### src/rtl/ula_pkg.sv
// Shared types for the ula_arb ALU sequencer: opcode encoding, FSM states and an
// opcode legality helper used when the ULA_ARB_ERR_EN build option is enabled.
package ula_pkg;

    typedef enum logic [2:0] {
        ADD = 3'b000,
        SUB = 3'b001,
        AND = 3'b010,
        OR  = 3'b011,
        XOR = 3'b100,
        EQ  = 3'b101
    } op_e;

    localparam logic [2:0] OP_LAST = 3'b101;

    typedef enum logic [1:0] {
        IDLE = 2'b00,
        EXEC = 2'b01,
        RESP = 2'b10
    } state_e;

    function automatic logic op_is_legal(input logic [2:0] op);
        return (op <= OP_LAST);
    endfunction

endpackage

### src/rtl/ula_rr_arb.sv
// Combinational round-robin picker: scans i_req starting at i_last_grant+1,
// wrapping modulo NREQ; the first set bit wins (one-hot plus encoded index).
module ula_rr_arb #(
    parameter int NREQ = 2,
    parameter int IDW  = 2
) (
    input  logic [NREQ-1:0] i_req,
    input  logic [IDW-1:0]  i_last_grant,
    output logic [NREQ-1:0] o_gnt,
    output logic [IDW-1:0]  o_idx
);

    // Rotated priority scan; once a candidate hits, all later candidates are masked
    always_comb begin
        logic w_found;
        logic w_hit;
        o_gnt   = '0;
        o_idx   = '0;
        w_found = 1'b0;
        w_hit   = 1'b0;
        for (int k = 1; k <= NREQ; k++) begin
            for (int j = 0; j < NREQ; j++) begin
                w_hit    = !w_found && i_req[j] && (j == ((int'(i_last_grant) + k) % NREQ));
                o_gnt[j] = o_gnt[j] | w_hit;
                o_idx    = w_hit ? IDW'(j) : o_idx;
                w_found  = w_found | w_hit;
            end
        end
    end

endmodule

### src/rtl/ula_arb.sv
// Round-robin sequencer sharing one external combinational ALU between NREQ requesters.
// Build option ULA_ARB_ERR_EN adds rsp_err and suppresses result capture for opcodes above OP_LAST.
module ula_arb
    import ula_pkg::*;
#(
    parameter int NREQ = 2,
    parameter int W    = 4,
    parameter int OPW  = 3,
    parameter int IDW  = 2
) (
    input  logic              clk,
    input  logic              rst_n,
    input  logic [NREQ-1:0]   req_valid,
    output logic [NREQ-1:0]   req_ready,
    input  logic [NREQ*W-1:0] req_a,
    input  logic [NREQ*W-1:0] req_b,
    input  logic [NREQ*OPW-1:0] req_op,
    output logic [W-1:0]      alu_a,
    output logic [W-1:0]      alu_b,
    output logic [OPW-1:0]    alu_op,
    input  logic [W-1:0]      alu_r,
    input  logic              alu_zero,
    output logic              rsp_valid,
    input  logic              rsp_ready,
    output logic [IDW-1:0]    rsp_id,
    output logic [W-1:0]      rsp_r,
    output logic              rsp_zero,
    output logic              busy
`ifdef ULA_ARB_ERR_EN
    ,
    output logic              rsp_err
`endif
);

    state_e          r_state;
    state_e          w_next;
    logic [IDW-1:0]  r_last;
    logic [W-1:0]    r_alu_a;
    logic [W-1:0]    r_alu_b;
    logic [OPW-1:0]  r_alu_op;
    logic [IDW-1:0]  r_id;
    logic [W-1:0]    r_rsp_r;
    logic            r_rsp_zero;
    logic [NREQ-1:0] w_gnt;
    logic [IDW-1:0]  w_idx;
    logic            w_accept;
    logic [W-1:0]    w_sel_a;
    logic [W-1:0]    w_sel_b;
    logic [OPW-1:0]  w_sel_op;

    ula_rr_arb #(
        .NREQ(NREQ),
        .IDW (IDW)
    ) u_rr (
        .i_req       (req_valid),
        .i_last_grant(r_last),
        .o_gnt       (w_gnt),
        .o_idx       (w_idx)
    );

    // Grant is only offered from IDLE and is forced low while reset is asserted
    assign req_ready = (r_state == IDLE && rst_n) ? w_gnt : '0;
    assign w_accept  = |(req_valid & req_ready);

    // One-hot payload mux selecting the winner's operands
    always_comb begin
        w_sel_a  = '0;
        w_sel_b  = '0;
        w_sel_op = '0;
        for (int i = 0; i < NREQ; i++) begin
            w_sel_a  = w_sel_a  | (req_a[i*W +: W]      & {W{w_gnt[i]}});
            w_sel_b  = w_sel_b  | (req_b[i*W +: W]      & {W{w_gnt[i]}});
            w_sel_op = w_sel_op | (req_op[i*OPW +: OPW] & {OPW{w_gnt[i]}});
        end
    end

    // Next-state logic for the IDLE -> EXEC -> RESP sequence
    always_comb begin
        w_next = r_state;
        case (r_state)
            IDLE: begin
                if (w_accept) begin
                    w_next = EXEC;
                end else begin
                    w_next = IDLE;
                end
            end
            EXEC: w_next = RESP;
            RESP: begin
                if (rsp_ready) begin
                    w_next = IDLE;
                end else begin
                    w_next = RESP;
                end
            end
            default: w_next = IDLE;
        endcase
    end

`ifdef ULA_ARB_ERR_EN
    logic r_rsp_err;
    assign rsp_err = r_rsp_err;
`endif

    // State, operand latch on accept, and result capture at the end of EXEC
    always_ff @(posedge clk or negedge rst_n) begin
        if (!rst_n) begin
            r_state    <= IDLE;
            r_last     <= IDW'(NREQ - 1);
            r_alu_a    <= '0;
            r_alu_b    <= '0;
            r_alu_op   <= '0;
            r_id       <= '0;
            r_rsp_r    <= '0;
            r_rsp_zero <= 1'b0;
`ifdef ULA_ARB_ERR_EN
            r_rsp_err  <= 1'b0;
`endif
        end else begin
            r_state <= w_next;
            if (w_accept) begin
                r_alu_a  <= w_sel_a;
                r_alu_b  <= w_sel_b;
                r_alu_op <= w_sel_op;
                r_id     <= w_idx;
                r_last   <= w_idx;
            end else if (r_state == EXEC) begin
`ifdef ULA_ARB_ERR_EN
                if (op_is_legal(r_alu_op)) begin
                    r_rsp_r    <= alu_r;
                    r_rsp_zero <= alu_zero;
                    r_rsp_err  <= 1'b0;
                end else begin
                    r_rsp_r    <= '0;
                    r_rsp_zero <= 1'b0;
                    r_rsp_err  <= 1'b1;
                end
`else
                r_rsp_r    <= alu_r;
                r_rsp_zero <= alu_zero;
`endif
            end
        end
    end

    assign alu_a     = r_alu_a;
    assign alu_b     = r_alu_b;
    assign alu_op    = r_alu_op;
    assign rsp_id    = r_id;
    assign rsp_r     = r_rsp_r;
    assign rsp_zero  = r_rsp_zero;
    assign rsp_valid = (r_state == RESP);
    assign busy      = (r_state != IDLE);

endmodule

### config.mk
export PLATFORM = sky130hd
export DESIGN_NAME = ula_arb
export DESIGN_NICKNAME = d
export VERILOG_FILES = /design/src/rtl/ula_pkg.sv /design/src/rtl/ula_rr_arb.sv /design/src/rtl/ula_arb.sv
export SDC_FILE = /design/constraint.sdc
export NUM_CORES = 1
export LEC_CHECK = 0
export ABC_AREA = 1
export CAP_MARGIN = 20
export CORE_ASPECT_RATIO = 1.2
export CORE_UTILIZATION = 40
export DETAILED_ROUTE_END_ITERATION = 16
export PLACE_DENSITY = 0.89
export SLEW_MARGIN = 0
export SYNTH_ARGS = -nofsm -noshare
export SYNTH_HDL_FRONTEND = slang
export SYNTH_SLANG_ARGS = --single-unit
### constraint.sdc
create_clock -name clk -period 2.5 [get_ports clk]
set_input_delay 0.5 -clock clk [delete_from_list [all_inputs] [get_ports clk]]
set_output_delay 0.5 -clock clk [all_outputs]
set_load 0.02 [all_outputs]
==> flow_summary.json <==
{
  "seq_power_share_pct": 34.4,
  "grtUsageTotal_pct": 18.5,
  "syn_area_sq_um": 1040,
  "core_area_sq_um": 2380,
  "rows": 19,
  "wl_microns": 2410,
  "hold_class": "reg2reg",
  "netSwitchingFraction_pct": 40.5,
  "synthCells": 135,
  "slew_violations": 0,
  "numCtsBuffers": 3,
  "drc": 0,
  "drive_gt1_share_pct": 10.1,
  "cts-root-buf": "clkbuf_4",
  "crit_required_ns": 2.00,
  "mostFrequentLayoutCell": "nand2_1",
  "synth.top_cell.area_share_pct": 45.5,
  "worst_skew_pair.late_latency_ns": 0.28,
  "yosysWarningCount": 0,
  "portBuffers": 52,
  "gp_congestion": 0.823,
  "vias": 1052,
  "fin_nets": 222,
  "drtIter0Drc": 23,
  "clkPwrFrac_pct": 10.4,
  "synth_cell_type_count": 20,
  "grt_max_degree": 17,
  "rsz0062_at_grt": "false",
  "grt_pass1_wl_microns": 4090,
  "ir_drop_uv": 584,
  "diodes": 0,
  "mostFrequentLayoutCells": "nand2_1, clkdlybuf4s50_1, nand3_1, dfrtp_1, buf_4",
  "grt_pass1_vias": 965,
  "arrival_ns": 1.92,
  "synth-seq-cells": 20,
  "cts.sinks": 20,
  "syn-mean-instance-area_sq_um": 7.74,
  "post_drt_wl_per_cell_microns": 11.0,
  "antenna_found_initial": 0,
  "cts.clk_slew.worst_paths_ns": 0.11,
  "hold_viol": 0,
  "ant_nets": 0,
  "intPower_uw": 1010,
  "place_inst": 216,
  "htreeDepth": 1,
  "worstSetupPathType": "in2out",
  "fin_cells": 220,
  "powerDensity_nw_per_um2": 1050,
  "start_util_pct": 43.9,
  "yosysTopAreaCell": "dfrtp_1",
  "synth_nets": 167,
  "setup_violations": 0,
  "cp-start-kind": "input port",
  "synth_seq_area_share_pct": 48.0,
  "cp_max_fo": 4,
  "status": "complete, no violations",
  "combinationalPowerShare_pct": 55.2,
  "dr.pass1.iters": 4,
  "die-area_sq_um": 2820,
  "die_h_microns": 58.0,
  "crit_path_end_kind": "output port",
  "synth.area.top_cells": "dfrtp_1, nand2_1, nand3_1, buf_6, dfstp_2",
  "grt.overflow.total": 0,
  "viasPerCell": 4.78,
  "fmax_mhz": 413,
  "finalClockSkew_ns": 0.00239,
  "dp.final_hpwl_microns": 1970,
  "clock_path_buffers": 2,
  "cts_tree": "yes",
  "fillers": 192,
  "area_growth_syn_to_layout_pct": 55.2,
  "p_switching_uw": 691,
  "post-route-min-period_ns": 2.42,
  "die_w_microns": 48.7,
  "finalSetupTns_ns": 0,
  "p_leak_uw": 0.000831,
  "maxCapViolCount": 0,
  "period_share_pct": 96.8,
  "num_io_pins": 54
}
power by group through the flow:
stage	Combinational, uW	Clock, uW	Sequential [uW]
finish	941	177	587
global route	1020	202	609
CTS	951	185	587
detailed placement	948	0	593
global placement	928	0	583
floorplan	362	0	745
cells by family (layout without fill, tap and decap cells):
group                  Yosys count  after routing  share of synthesized area (%)
other                            1              1                          0.359
flip-flops                      20             20                           48.0
AND/OR/NAND/NOR                 95             95                           39.6
buffers and inverters           16             70                           10.2
AO/OA/AOI/OAI                    3              3                           1.80
final timing paths:
kind,from,to,slack (ns),cells after the start
max,rst_n,req_ready[0],0.08,4
max in group asynchronous,rst_n,alu_a[0],1.68,2
min reg2reg,rsp_r[1],rsp_r[1],0.48,2
min,rsp_r[1],rsp_r[1],0.48,2
max reg2reg,r_last[0],alu_b[0],1.06,6
min in group asynchronous,rst_n,r_state[0],0.59,2
final cells by class:
type | instances | area, sq um | area share, %
repair buffers | 58 | 568 | 35.0
flip-flops and latches | 20 | 502 | 30.9
multi-input cells | 99 | 437 | 26.9
inverters | 8 | 40.0 | 2.47
well taps | 31 | 38.8 | 2.39
clock buffers | 4 | 36.3 | 2.24
sequential cells by signal (all words and copies together) (netlist names):
| register | count |
|---|---|
| alu_a | 4 |
| alu_b | 4 |
| alu_op | 3 |
| r_last | 1 |
| r_state | 2 |
| rsp_id | 1 |
| rsp_r | 4 |
| rsp_zero | 1 |
stage by stage:
| stage | hold WS (ns) | setup WS [ns] | util (%) | total power, uW | area [sq um] |
|---|---|---|---|---|---|
| finish | 0.483 | 0.0801 | 68.2 | 1710 | 1620 |
| global route | 0.535 | 0.0269 | 68.2 | 1830 | 1620 |
| CTS | 0.489 | 0.0261 | 68.1 | 1720 | 1620 |
| detailed placement | 0.462 | 0.0328 | 66.6 | 1540 | 1580 |
| global placement | 0.454 | 0.0790 | 66.6 | 1510 | 1580 |
| floorplan | 0.204 | 0.940 | - | 1110 | 1040 |
layer usage:
layer | global-route usage, % | vias up | share of wire [%]
met5 | 0 | - | 0
met4 | 5.04 | 0 | 1.2
met3 | 3.41 | 2 | 5.6
met2 | 35.3 | 40 | 52
met1 | 21.1 | 480 | 41
li1 | - | 530 | -
what timing repair did:
| item | in CTS | in global routing |
|---|---|---|
| hold buffers | 0 | 0 |
| setup endpoints to repair | 0 | 1 |
| gates resized for setup | 0 | 1 |
| setup buffers | 0 | 0 |
synthesized netlist by cell type:
| cell type | count |
|---|---|
| a21oi_2 | 1 |
| buf_1 | 1 |
| buf_2 | 2 |
| buf_4 | 1 |
| buf_6 | 4 |
| clkinv_4 | 1 |
| conb_1 | 1 |
| dfrtp_1 | 19 |
| dfstp_2 | 1 |
| inv_1 | 5 |
| inv_2 | 1 |
| inv_6 | 1 |
| nand2_1 | 62 |
| nand2_2 | 1 |
| nand2_4 | 1 |
| nand3_1 | 27 |
| nand3_2 | 1 |
| nor2_1 | 2 |
| nor2_4 | 1 |
| o21ai_0 | 2 |
critical path, cell delays in order:
cell	delay (ns)
clkdlybuf4s50_1	0.55
nand3_2	0.11
nor2_1	0.14
clkdlybuf4s50_1	0.62
No activity file was read; power rests on OpenSTA's default activity.
